<file path="src/rtl/map_writer_if.sv">
// Pixel-update request channel between game logic and map_writer.
// Valid/ready handshake carrying a map cell coordinate and a palette index.
interface map_writer_if #(
    parameter int unsigned PIX_W = 4
);
    logic             valid;
    logic             ready;
    logic [15:0]      x;
    logic [15:0]      y;
    logic [PIX_W-1:0] color;

    modport master (
        output valid,
        output x,
        output y,
        output color,
        input  ready
    );

    modport slave (
        input  valid,
        input  x,
        input  y,
        input  color,
        output ready
    );
endinterface

</file>
<file path="src/rtl/map_writer.sv">
// Write port driver for the 4-bit map RAM: buffers pixel-update requests, bounds-checks them,
// and performs full-map fills one word per cycle.
module map_writer #(
    parameter int unsigned WIDTH      = 160,
    parameter int unsigned HEIGHT     = 90,
    parameter int unsigned PIX_W      = 4,
    parameter int unsigned FIFO_DEPTH = 8,
    localparam int unsigned CELLS     = WIDTH * HEIGHT,
    localparam int unsigned AW        = $clog2(CELLS)
) (
    input  logic             pixel_clk_in,
    input  logic             rst_in,
    map_writer_if.slave      req,
    input  logic             clear_in,
    input  logic [PIX_W-1:0] fill_color_in,
    output logic             we_out,
    output logic [AW-1:0]    addr_out,
    output logic [PIX_W-1:0] data_out,
    output logic             busy_out,
    output logic             clear_done_out,
    output logic [15:0]      drop_count_out
);
    localparam int unsigned PW = (FIFO_DEPTH > 1) ? $clog2(FIFO_DEPTH) : 1;
    localparam int unsigned CW = $clog2(FIFO_DEPTH) + 1;

    typedef struct packed {
        logic [15:0]      x;
        logic [15:0]      y;
        logic [PIX_W-1:0] color;
    } entry_t;

    typedef enum logic [1:0] {StIdle, StDrain, StClear} state_e;

    state_e           state_q, state_d;
    entry_t           fifo_mem [FIFO_DEPTH];
    logic [PW-1:0]    wr_ptr_q, wr_ptr_d;
    logic [PW-1:0]    rd_ptr_q, rd_ptr_d;
    logic [CW-1:0]    count_q, count_d;
    entry_t           stage_q, stage_d;
    logic             stage_valid_q, stage_valid_d;
    logic             clear_pending_q, clear_pending_d;
    logic [PIX_W-1:0] fill_color_q, fill_color_d;
    logic [AW-1:0]    fill_addr_q, fill_addr_d;
    logic             last_fill_q, last_fill_d;
    logic             clear_done_q, clear_done_d;
    logic             we_q, we_d;
    logic [AW-1:0]    addr_q, addr_d;
    logic [PIX_W-1:0] data_q, data_d;
    logic [15:0]      drop_q, drop_d;
    logic             ready_q, ready_d;
    logic             busy_q, busy_d;

    logic             push;
    logic             pop;
    logic             clear_take;
    logic             stage_oob;
    logic [AW-1:0]    stage_addr;

    assign push = req.valid && ready_q;

    // A clear seen this cycle already blocks the pop so no new entry enters the stage.
    assign clear_take = clear_in && (state_q != StClear) && !clear_pending_q;
    assign pop        = (count_q != '0) && (state_q != StClear) && !clear_pending_q && !clear_in;

    // Bounds are checked on the full 16-bit coordinates so large values cannot alias.
    assign stage_oob  = (32'(stage_q.x) >= WIDTH) || (32'(stage_q.y) >= HEIGHT);
    assign stage_addr = AW'(32'(stage_q.y) * WIDTH + 32'(stage_q.x));

    always_comb begin
        state_d         = state_q;
        wr_ptr_d        = wr_ptr_q;
        rd_ptr_d        = rd_ptr_q;
        count_d         = count_q;
        stage_d         = stage_q;
        stage_valid_d   = 1'b0;
        clear_pending_d = clear_pending_q;
        fill_color_d    = fill_color_q;
        fill_addr_d     = fill_addr_q;
        last_fill_d     = 1'b0;
        clear_done_d    = last_fill_q;
        we_d            = 1'b0;
        addr_d          = addr_q;
        data_d          = data_q;
        drop_d          = drop_q;

        if (push) begin
            wr_ptr_d = wr_ptr_q + PW'(1);
        end
        if (pop) begin
            stage_d       = fifo_mem[rd_ptr_q];
            stage_valid_d = 1'b1;
            rd_ptr_d      = rd_ptr_q + PW'(1);
        end
        case ({push, pop})
            2'b10:   count_d = count_q + CW'(1);
            2'b01:   count_d = count_q - CW'(1);
            default: count_d = count_q;
        endcase

        if (clear_take) begin
            clear_pending_d = 1'b1;
            fill_color_d    = fill_color_in;
        end

        if (stage_valid_q) begin
            if (stage_oob) begin
                if (drop_q != 16'hFFFF) begin
                    drop_d = drop_q + 16'd1;
                end
            end else begin
                we_d   = 1'b1;
                addr_d = stage_addr;
                data_d = stage_q.color;
            end
        end

        unique case (state_q)
            StIdle, StDrain: begin
                // The stage is empty here, so fill writes never collide with a request write.
                if (clear_pending_q && !stage_valid_q) begin
                    state_d         = StClear;
                    clear_pending_d = 1'b0;
                    fill_addr_d     = '0;
                end else if ((count_d != '0) || stage_valid_d || clear_pending_d) begin
                    state_d = StDrain;
                end else begin
                    state_d = StIdle;
                end
            end
            StClear: begin
                we_d        = 1'b1;
                addr_d      = fill_addr_q;
                data_d      = fill_color_q;
                fill_addr_d = fill_addr_q + AW'(1);
                if (fill_addr_q == AW'(CELLS - 1)) begin
                    last_fill_d = 1'b1;
                    fill_addr_d = '0;
                    state_d     = (count_d != '0) ? StDrain : StIdle;
                end
            end
            default: state_d = StIdle;
        endcase

        ready_d = (count_d != CW'(FIFO_DEPTH));
        busy_d  = clear_pending_q || (state_q != StIdle) || (count_q != '0) || stage_valid_q;
    end

    always_ff @(posedge pixel_clk_in) begin
        if (rst_in) begin
            state_q         <= StIdle;
            wr_ptr_q        <= '0;
            rd_ptr_q        <= '0;
            count_q         <= '0;
            stage_q         <= '0;
            stage_valid_q   <= 1'b0;
            clear_pending_q <= 1'b0;
            fill_color_q    <= '0;
            fill_addr_q     <= '0;
            last_fill_q     <= 1'b0;
            clear_done_q    <= 1'b0;
            we_q            <= 1'b0;
            addr_q          <= '0;
            data_q          <= '0;
            drop_q          <= '0;
            ready_q         <= 1'b0;
            busy_q          <= 1'b0;
        end else begin
            state_q         <= state_d;
            wr_ptr_q        <= wr_ptr_d;
            rd_ptr_q        <= rd_ptr_d;
            count_q         <= count_d;
            stage_q         <= stage_d;
            stage_valid_q   <= stage_valid_d;
            clear_pending_q <= clear_pending_d;
            fill_color_q    <= fill_color_d;
            fill_addr_q     <= fill_addr_d;
            last_fill_q     <= last_fill_d;
            clear_done_q    <= clear_done_d;
            we_q            <= we_d;
            addr_q          <= addr_d;
            data_q          <= data_d;
            drop_q          <= drop_d;
            ready_q         <= ready_d;
            busy_q          <= busy_d;
        end
    end

    always_ff @(posedge pixel_clk_in) begin
        if (push) begin
            fifo_mem[wr_ptr_q] <= '{x: req.x, y: req.y, color: req.color};
        end
    end

    assign req.ready      = ready_q;
    assign we_out         = we_q;
    assign addr_out       = addr_q;
    assign data_out       = data_q;
    assign busy_out       = busy_q;
    assign clear_done_out = clear_done_q;
    assign drop_count_out = drop_q;
endmodule

</file>
<file path="src/flat_wrapper.sv">
// flat-port wrapper written by rule: the top's interface ports become plain ports
module map_writer_flat 
#(
    parameter int unsigned WIDTH      = 160,
    parameter int unsigned HEIGHT     = 90,
    parameter int unsigned PIX_W      = 4,
    parameter int unsigned FIFO_DEPTH = 8,
    localparam int unsigned CELLS     = WIDTH * HEIGHT,
    localparam int unsigned AW        = $clog2(CELLS)
)
  (pixel_clk_in, rst_in, clear_in, fill_color_in, we_out, addr_out, data_out, busy_out, clear_done_out, drop_count_out, req_valid, req_x, req_y, req_color, req_ready);
  map_writer_if #(.PIX_W(PIX_W)) req_i ();
  input  logic pixel_clk_in;
  input  logic rst_in;
  input  logic clear_in;
  input  logic [PIX_W-1:0] fill_color_in;
  output logic we_out;
  output logic [AW-1:0] addr_out;
  output logic [PIX_W-1:0] data_out;
  output logic busy_out;
  output logic clear_done_out;
  output logic [15:0] drop_count_out;
  input wire logic [$bits(req_i.valid)-1:0] req_valid;
  input wire logic [$bits(req_i.x)-1:0] req_x;
  input wire logic [$bits(req_i.y)-1:0] req_y;
  input wire logic [$bits(req_i.color)-1:0] req_color;
  output wire logic [$bits(req_i.ready)-1:0] req_ready;
  assign req_i.valid = req_valid;
  assign req_i.x = req_x;
  assign req_i.y = req_y;
  assign req_i.color = req_color;
  assign req_ready = req_i.ready;
  map_writer #(.WIDTH(WIDTH), .HEIGHT(HEIGHT), .PIX_W(PIX_W), .FIFO_DEPTH(FIFO_DEPTH)) u_core (.pixel_clk_in(pixel_clk_in), .rst_in(rst_in), .req(req_i), .clear_in(clear_in), .fill_color_in(fill_color_in), .we_out(we_out), .addr_out(addr_out), .data_out(data_out), .busy_out(busy_out), .clear_done_out(clear_done_out), .drop_count_out(drop_count_out));
endmodule
</file>
<file path="config.mk">
export PLATFORM = sky130hd
export DESIGN_NAME = map_writer_flat
export DESIGN_NICKNAME = d
export VERILOG_FILES = /design/src/rtl/map_writer_if.sv /design/src/rtl/map_writer.sv /design/src/flat_wrapper.sv
export SDC_FILE = /design/constraint.sdc
export NUM_CORES = 1
export LEC_CHECK = 0
export ABC_AREA = 1
export ABC_CLOCK_PERIOD_IN_PS = 3100
export BUFFER_PORTS_ARGS = -buffer_cell sky130_fd_sc_hd__buf_2
export CORE_ASPECT_RATIO = 1.1
export CORE_MARGIN = 10
export CORE_UTILIZATION = 55
export CTS_CLUSTER_DIAMETER = 120
export DETAILED_ROUTE_END_ITERATION = 12
export HOLD_SLACK_MARGIN = 0.08
export PLACE_DENSITY_LB_ADDON = 0.12
export SLEW_MARGIN = 30
export SYNTH_ARGS = -nofsm -noshare
export SYNTH_HDL_FRONTEND = slang
export SYNTH_SLANG_ARGS = --single-unit
</file>
<file path="constraint.sdc">
create_clock -name pixel_clk_in -period 3.1 [get_ports pixel_clk_in]
set_input_delay 0.62 -clock pixel_clk_in [delete_from_list [all_inputs] [get_ports pixel_clk_in]]
set_output_delay 0.62 -clock pixel_clk_in [all_outputs]
set_load 0.01 [all_outputs]
</file>
==> impl_metrics.toml, run 1 <==
[run_status]
status = "finished, final reports clean"

[cts]
h-tree-depth = 2
clock-root-buffer = "clkbuf_16"
ctsHoldBuffers = 0
cts_tree = "yes"
cts.clk_slew.worst_paths_ns = 0.06
cts_made_buffers = 42
cts_resized = 0
insertion_delay_ns = 0.56
cts_sinks = 395
post-cts-setup-buffers = 0
clk_path_buf_depth = 3

[synth]
synth_cells = 1525
ys_ff_latch = 395
synth_top_area_share_pct = 52.58
yosysWarnings = 0
synthTopCellsByArea = "edfxtp_1 53%, dfxtp_1 13%, o21ai_0 6.4%, nand2_1 5.4%, nor2_1 4.7%"
synth_area_sq_mm = 0.01645
ys_seq_area_share_pct = 65.60
synth.avg_cell_area_sq_um = 10.79
post-synth-top-area-cell = "edfxtp_1"
synth_cell_types = 36
synth_nets = 1597

[cells_and_area]
nets = 1661
layout_common_cells = "288 x edfxtp_1, 235 x nand2_1, 210 x o21ai_0"
syn_to_final_growth_pct = 13.58
filler_cell_count = 2326
layout_commonest_cell = "edfxtp_1"
drive_above_1_share_pct = 12.89

[setup_path]
rrSetupSlack_ns = 0.31
crit_buf_inv = 2
crit_fanout = 5
path_cells = "ha_1, ha_1, nand2_1, nand2_1, a21oi_1, xor2_1, inv_1, ha_1, nand2_1, inv_1, a21oi_1, nand2_1, nand2_1, nand3_1, nand2_1, nand2_1, a21oi_1"
required_ns = 3.57
max_stage_delay_ns = 0.37
cp-start-kind = "flop"
critPathMostFrequentCell = "nand2_1"
critPathTopFamily = "adder cells"
crit_type = "flop to flop"
end_kind = "flop"
cp.arrival_ns = 3.26
cp_slowest_cell = "ha_1"

[worst_hold_path]
hold_path.class = "primary input to flop"

[timing]
final.setup.tns_ns = 0
hold_viol = 0
maxSlewViolCount = 0
worst_pin_slew_ns = 0.9236
finalCritPeriodShare_pct = 89.97
finClkSkew_ns = 0.02101
fmax_ghz = 0.3586
worst_hold_slack_ns = 0.3278
setup_viol = 0
maxSlewHeadroom_pct = 38.33
min_period_ns = 2.789
rsz0062_at_grt = "no"

[route]
wl_per_cell_microns = 19.67
drtAntennaViolNets = 0
drcViolationCount = 0
vias = 11610
dr.pass1.iters = 5
drtIter0Drc = 1079
finalWirelength_mm = 39.28
avgViaCountPerCell = 5.814

[power]
powerDensity_mw_per_mm2 = 792.4
ir_drop_mv = 0.5506
p_total_w = 0.01480
cellLeakagePower_nw = 6.820

[place]
io_buffers = 81
gp_congestion = 0.8708
hpwl_mm = 22.47

[floorplanning]
die_h_microns = 201.4
ios = 82
start_util_pct = 55.64
rows = 66
die_w_microns = 184.9
core_area_sq_mm = 0.02956
die_area_sq_mm = 0.03723

[grt]
grt_remaining_overflow = 0
grt_max_degree = 107
first_global_vias = 11300
grt_pass1_wl_mm = 61.84
grt_antenna_before_repair = 2
gr-usage-all-layers_pct = 20.78

[flow_run]
cap_violations = 0
-- flip-flops by register name, indices dropped and copies added, names as in the netlist --
signal,cells
u_core.addr_out,14
u_core.busy_out,1
u_core.clear_done_d,1
u_core.clear_done_out,1
u_core.clear_pending_q,1
u_core.count_q,4
u_core.data_out,4
u_core.drop_count_out,16
u_core.fifo_mem,288
u_core.fill_addr_q,14
u_core.fill_color_q,4
u_core.rd_ptr_q,3
u_core.req.ready,1
u_core.stage_q,36
u_core.stage_valid_q,1
u_core.state_q,2
u_core.we_out,1
u_core.wr_ptr_q,3
-- Yosys cell counts, drive strengths merged --
library cell,count
fa,2
nor2,208
nand3b,3
nand2,245
o31ai,2
o21ai,210
nor3,12
clkinv,1
clkbuf,62
or2,1
nor4,1
ha,26
xnor2,8
nand4,11
nand3,39
dfxtp,107
buf,21
a21oi,107
inv,81
xor2,17
o221ai,72
o21a,1
edfxtp,288
-- worst reg2reg max path, delay by kind of cell (launching register included) --
| kind | cells | cell delay, ns |
|---|---|---|
| AND/OR/NAND/NOR | 8 | 0.59 |
| adder cells (fa/ha/maj) | 3 | 1.03 |
| XOR/XNOR | 1 | 0.16 |
| buffers and inverters | 2 | 0.09 |
| flip-flops | 1 | 0.34 |
| AO/OA/AOI/OAI | 3 | 0.50 |
-- power breakdown --
group / internal [W] / switching, W
combinational: 0.00112 / 0.00244
clock: 0.00283 / 0.00205
sequential: 0.00602 / 0.000343
total: 0.00997 / 0.00483
-- metal layers --
| layer | part of all wire, % | up-vias | track usage [%] |
|---|---|---|---|
| met2 | 48 | 328 | 34.10 |
| li1 | - | 5548 | - |
| met5 | 0.046 | - | 0 |
| met1 | 44 | 5653 | 27.64 |
| met4 | 2.9 | 2 | 6.856 |
| met3 | 5.3 | 80 | 3.118 |
-- final cells by class --
class                           instances  area, sq um  share of cell area, %
Antenna cell                            1        2.502                0.01339
Clock buffer                           57         1167                  6.249
Clock inverter                         20        188.9                  1.011
Inverter                               82        314.1                  1.681
Multi-Input combinational cell        965         5050                  27.03
Sequential cell                       395        10800                  57.79
Tap cell                              374        467.9                  2.505
Timing Repair Buffer                  103        695.7                  3.724
-- logic make-up after synthesis --
| family | after synthesis | share of synthesized area [%] |
|---|---|---|
| compound gates | 392 | 13.80 |
| simple gates | 520 | 12.99 |
| buf+inv | 165 | 4.062 |
| xor+xnor | 25 | 1.331 |
| flops | 395 | 65.60 |
| fa+ha+maj | 28 | 2.221 |
-- final timing paths --
| path | from | to | cells after the start |
|---|---|---|---|
| min reg2reg | u_core.clear_done_d$_SDFF_PP0_ | u_core.clear_done_out$_SDFF_PP0_ | 2 |
| min | req_y[12] | u_core.fifo_mem[7][16]$_DFFE_PP_ | 1 |
| max | u_core.stage_q[7]$_SDFFE_PP0N_ | u_core.addr_out[12]$_SDFFE_PP0P_ | 17 |
| max reg2reg | u_core.stage_q[7]$_SDFFE_PP0N_ | u_core.addr_out[12]$_SDFFE_PP0P_ | 17 |
-- per-stage QoR --
| step | worst slack [ns] | area [sq um] | instances | util, % |
|---|---|---|---|---|
| final | 0.3110 | 18680 | 1997 | 63.19 |
| after CTS | 0.3381 | 18680 | 1996 | 63.18 |
| after floorplan | 0.1879 | 16450 | 1525 | - |
| after global placement | 0.4493 | 17320 | 1919 | 58.60 |
| after detailed placement | 0.3919 | 17320 | 1919 | 58.60 |
| after global routing | 0.05769 | 18680 | 1997 | 63.19 |
Power figures use the tool's default switching activity.
==> inputs of run 2 (changes only) <==
--- a/config.mk
+++ b/config.mk
@@ -9,12 +9,13 @@
 export ABC_CLOCK_PERIOD_IN_PS = 3100
 export BUFFER_PORTS_ARGS = -buffer_cell sky130_fd_sc_hd__buf_2
 export CORE_ASPECT_RATIO = 1.1
-export CORE_MARGIN = 10
+export CORE_MARGIN = 3
 export CORE_UTILIZATION = 55
 export CTS_CLUSTER_DIAMETER = 120
 export DETAILED_ROUTE_END_ITERATION = 12
 export HOLD_SLACK_MARGIN = 0.08
 export PLACE_DENSITY_LB_ADDON = 0.12
+export RECOVER_POWER = 100
 export SLEW_MARGIN = 30
 export SYNTH_ARGS = -nofsm -noshare
 export SYNTH_HDL_FRONTEND = slang
==> run 2 against run 1 <==
  * The run now ends with capacitance limit, slew limit left
  * Maximum frequency increased by 1.5%
  * Power decreased by 1.8%
  * Core utilization about the same
  * Critical endpoint is now u_core.addr_out[13]$_SDFFE_PP0P_
  * Largest power group unchanged
  * Die area decreased by 14%
  * Sequential power decreased by 1%
  * Sequential cell count unchanged
  * Setup slack improved by 0.041 ns
  * Global-route usage increased by 2.9 points
  * Non-clock buffer count increased by 2
  * Critical path depth decreased by 3
  * Clock skew decreased by 0.0079 ns
==> impl_metrics.toml, run 2 (synthesized netlist as in run 1, its figures left out) <==
[timing]
maxSlewHeadroom_pct = -47.44
final.setup.tns_ns = 0
finClkSkew_ns = 0.01314
hold_viol = 0
setup_viol = 0
finalCritPeriodShare_pct = 88.64
worst_slack_ns = 0.3520
worst_pin_slew_ns = 2.212
maxSlewViolCount = 53
rsz0062_at_grt = "no"
fmax_ghz = 0.3639
min_period_ns = 2.748

[cells_and_area]
syn_to_final_growth_pct = 11.52
fin_area_sq_mm = 0.01834
filler_cell_count = 2370
diodes = 0
largest_register_ff_count = 288
layout_common_cells = "288 x edfxtp_1, 242 x nand2_1, 210 x o21ai_0"
final_util_pct = 63.18
nets = 1662
largest_register = "u_core.fifo_mem"
layout_commonest_cell = "edfxtp_1"
fin_cells = 1989
drive_above_1_share_pct = 6.786

[power]
powerDensity_mw_per_mm2 = 792.4
ir_drop_mv = 0.5186
cellLeakagePower_nw = 6.488

[floorplanning]
die_h_microns = 187.4
die_area_sq_mm = 0.03202
rows = 65
ios = 82
start_util_pct = 56.65
die_w_microns = 170.9
core_area_sq_mm = 0.02903

[grt]
grt_remaining_overflow = 0
gr-usage-all-layers_pct = 23.69
grt_pass1_wl_mm = 60.24
grt_antenna_before_repair = 2
first_global_vias = 11180
grt_max_degree = 146

[setup_path]
cp-start-kind = "flop"
crit_fanout = 4
required_ns = 3.46
cp.arrival_ns = 3.11
crit_type = "flop to flop"
end_kind = "flop"

[place]
gp_congestion = 0.8783
place_area_sq_mm = 0.01732
pre_cts_ws_ns = 0.4081
io_buffers = 81
hpwl_mm = 21.53
placed_cells = 1915

[route]
drcViolationCount = 0
dr.pass1.iters = 5
drtIter0Drc = 970
wl_per_cell_microns = 19.02
avgViaCountPerCell = 5.778
finalWirelength_mm = 37.83
drtAntennaViolNets = 0
vias = 11490

[cts]
post-cts-setup-buffers = 0
clock-root-buffer = "clkbuf_16"
cts_made_buffers = 41
insertion_delay_ns = 0.53
cts_resized = 0
cts_tree = "yes"
cts.clk_slew.worst_paths_ns = 0.06
h-tree-depth = 2
clk_path_buf_depth = 3
ctsHoldBuffers = 0
cts_sinks = 395

[flow_run]
cap_violations = 1

[worst_hold_path]
hold_path.class = "primary input to flop"

[run_status]
violations = "capacitance limit, slew limit"
status = "finished with violations"
run 2: cell types whose count changed in the layout (fill, tap and decap cells not counted), sizes merged:
cell / delta
buf: -85
bufinv: +1
clkbuf: +85
clkinv: -1
diode: -1
inv: -1
run 2: stage by stage:
step / total power [W] / hold slack [ns]
4_1_cts: 0.01469 / 0.3403
6_report: 0.01454 / 0.3822
3_5_place_dp: 0.009968 / 0.3991
3_3_place_gp: 0.009902 / 0.4003
2_1_floorplan: 0.008846 / 0.3883
5_1_grt: 0.01539 / 0.3745
run 2: final cells by class:
class | instances | area, sq um | share of cell area, %
clock inverters | 19 | 170.2 | 0.9277
inverters | 82 | 314.1 | 1.712
repair buffers | 105 | 494.2 | 2.694
clock buffers | 55 | 1119 | 6.098
multi-input cells | 965 | 4990 | 27.20
well taps | 368 | 460.4 | 2.510
flip-flops and latches | 395 | 10800 | 58.85
run 2: worst max-delay path: stages, from the launching register on:
cell and delay (ns):
dfxtp_1 0.34, ha_1 0.29, ha_1 0.19, inv_1 0.08, fa_1 0.39, o21ai_0 0.23
xor2_1 0.19, ha_1 0.28, a21oi_1 0.16, o21a_1 0.13, nand2_1 0.06, inv_1 0.05
nand2_1 0.04, nand3_1 0.07, a21oi_1 0.06
run 2: power breakdown:
group	internal (W)	total [W]	switching, W
registers	0.00602	0.00627	0.000247
logic	0.00110	0.00356	0.00246
clock network	0.00278	0.00471	0.00193
total	0.00990	0.0145	0.00463
run 2: metal layers:
metal	up-vias	routed length (microns)	global-route usage [%]
met3	74	2282	3.868
met4	4	928	7.059
met5	-	23	0
met1	5521	16030	31.76
li1	5540	-	-
met2	353	18560	39.92
run 2: worst paths after layout:
kind / startpoint / end / slack [ns] / cells past startpoint
worst max-delay path: u_core.stage_q[5]$_SDFFE_PP0N_ / u_core.addr_out[13]$_SDFFE_PP0P_ / 0.35 / 14
worst min-delay path: fill_color_in[1] / u_core.fill_color_q[1]$_SDFFE_PP0P_ / 0.38 / 3
worst max register to register: u_core.stage_q[5]$_SDFFE_PP0N_ / u_core.addr_out[13]$_SDFFE_PP0P_ / 0.35 / 14
worst min register to register: u_core.clear_done_d$_SDFF_PP0_ / u_core.clear_done_out$_SDFF_PP0_ / 0.41 / 2
==> inputs of run 3 (changes only) <==
--- a/config.mk
+++ b/config.mk
@@ -9,7 +9,7 @@
 export ABC_CLOCK_PERIOD_IN_PS = 3100
 export BUFFER_PORTS_ARGS = -buffer_cell sky130_fd_sc_hd__buf_2
 export CORE_ASPECT_RATIO = 1.1
-export CORE_MARGIN = 3
+export CORE_MARGIN = 2
 export CORE_UTILIZATION = 55
 export CTS_CLUSTER_DIAMETER = 120
 export DETAILED_ROUTE_END_ITERATION = 12
==> run 3 against run 2 <==
  * Via count shrank 0.33%
  * Clock skew grew 0.0029 ns
  * Critical path type unchanged
  * Sequential power is essentially flat
  * Cell count grew 0.15%
  * Sequential share of layout area grew 0.29 points
  * The flow still finishes with violations (capacitance limit, slew limit)
  * Register-to-register slack is essentially flat
  * Clock-buffer cell count grew 2
  * Routed wire length grew 0.85%
  * Global-route usage grew 0.88 points
  * Non-clock buffer count shrank 1
  * Final area shrank 0.48%
  * Highest routed layer is now met4
==> impl_metrics.toml, run 3 (synthesized netlist as in run 1, its figures left out) <==
[timing]
worst_slack_ns = 0.3470
rsz0062_at_grt = "no"
finalCritPeriodShare_pct = 88.81
fmax_ghz = 0.3632
final.setup.tns_ns = 0
hold_viol = 0
setup_viol = 0
worst_pin_slew_ns = 1.795
maxSlewHeadroom_pct = -19.67
maxSlewViolCount = 45
min_period_ns = 2.753
finClkSkew_ns = 0.01599

[cells_and_area]
layout_commonest_cell = "edfxtp_1"
layout_common_cells = "288 x edfxtp_1, 242 x nand2_1, 210 x o21ai_0"
nets = 1660
syn_to_final_growth_pct = 10.98
largest_register = "u_core.fifo_mem"
drive_above_1_share_pct = 6.984
diodes = 0
largest_register_ff_count = 288

[setup_path]
max_stage_delay_ns = 0.36
critPathTopFamily = "adder cells"
cp_slowest_cell = "ha_1"
path_cells = "ha_1, ha_1, nand2_1, inv_1, a21oi_1, xor2_1, inv_1, ha_1, nand2_1, inv_1, a21oi_1, nand2_1, nand2_1, nand3_1, nand2_1, nand2_1, a21oi_1"
end_kind = "flop"
critPathMostFrequentCell = "nand2_1"
required_ns = 3.54
crit_type = "flop to flop"
cp.arrival_ns = 3.19
crit_buf_inv = 3
cp-start-kind = "flop"
crit_fanout = 5

[grt]
gr-usage-all-layers_pct = 24.57
grt_antenna_before_repair = 0
grt_max_degree = 146
grt_pass1_wl_mm = 59.44
grt_remaining_overflow = 0
first_global_vias = 10930

[route]
dr.pass1.iters = 7
drtAntennaViolNets = 0
drtIter0Drc = 926
drcViolationCount = 0
avgViaCountPerCell = 5.750
wl_per_cell_microns = 19.15
finalWirelength_mm = 38.15
vias = 11450

[floorplanning]
rows = 66
core_area_sq_mm = 0.02948
ios = 82
die_h_microns = 185.4
die_area_sq_mm = 0.03131
die_w_microns = 168.9
start_util_pct = 55.79

[cts]
clk_path_buf_depth = 3
post-cts-setup-buffers = 0
insertion_delay_ns = 0.53
clock-root-buffer = "clkbuf_16"
cts.clk_slew.worst_paths_ns = 0.06
h-tree-depth = 2
cts_tree = "yes"
ctsHoldBuffers = 0
cts_resized = 0
cts_made_buffers = 40
cts_sinks = 395

[worst_hold_path]
hold_path.class = "primary input to flop"

[power]
cellLeakagePower_nw = 6.445
ir_drop_mv = 0.4539
powerDensity_mw_per_mm2 = 779.9

[place]
pre_cts_ws_ns = 0.4132
io_buffers = 81
gp_congestion = 0.9147
hpwl_mm = 21.29

[run_status]
violations = "capacitance limit, slew limit"
status = "finished with violations"

[flow_run]
cap_violations = 1
## run 3: cell types whose count changed in the layout (fill, tap and decap cells not counted), moves of 2 or more
cell / delta
buf_4: +2
nor2_1: -2
clkinv_2: +7
nor2_4: +3
clkinv_1: -8
clkbuf_1: +3
bufinv_16: -3
## run 3: metrics by stage
stage | area (sq um) | hold WS, ns | std cells | utilization, % | total power (W)
after floorplan | 16450 | 0.3883 | 1525 | - | 0.008846
after global placement | 17320 | 0.3913 | 1920 | 58.75 | 0.009927
after detailed placement | 17320 | 0.3979 | 1920 | 58.75 | 0.009992
after CTS | 18500 | 0.3412 | 1992 | 62.77 | 0.01437
after global routing | 18250 | 0.4007 | 1992 | 61.92 | 0.01502
final | 18250 | 0.3837 | 1992 | 61.92 | 0.01424
## run 3: power breakdown
group	total (W)	switching (W)	internal [W]
clock	0.00439	0.00192	0.00247
sequential	0.00628	0.000255	0.00602
combinational	0.00357	0.00248	0.00109
## run 3: final cells by class
type	count	area [sq um]
fillers	2493	11230
flip-flops and latches	395	10800
multi-input cells	965	5010
clock buffers	57	1095
repair buffers	104	480.5
well taps	374	467.9
inverters	82	315.3
clock inverters	15	90.09
## run 3: layer usage
layer | vias to the layer above | share of wire, % | GRT usage (%)
met4 | 0 | 2.2 | 7.931
met3 | 59 | 5.2 | 3.632
met1 | 5548 | 43 | 32.59
li1 | 5538 | - | -
met2 | 309 | 49 | 41.89
met5 | - | 0 | 0
## run 3: path summary, 6_finish.rpt
| kind | startpoint | slack [ns] | endpoint | depth (start not counted) |
|---|---|---|---|---|
| setup / recovery | u_core.stage_q[7]$_SDFFE_PP0N_ | 0.35 | u_core.addr_out[12]$_SDFFE_PP0P_ | 17 |
| setup reg to reg | u_core.stage_q[7]$_SDFFE_PP0N_ | 0.35 | u_core.addr_out[12]$_SDFFE_PP0P_ | 17 |
| hold / removal | fill_color_in[0] | 0.38 | u_core.fill_color_q[0]$_SDFFE_PP0P_ | 3 |
| hold reg to reg | u_core.clear_done_d$_SDFF_PP0_ | 0.41 | u_core.clear_done_out$_SDFF_PP0_ | 2 |
## run 3: worst min-delay path, cell delays in order
cell and delay (ns):
buf_2 0.07, o21ai_0 0.07, a21oi_1 0.10
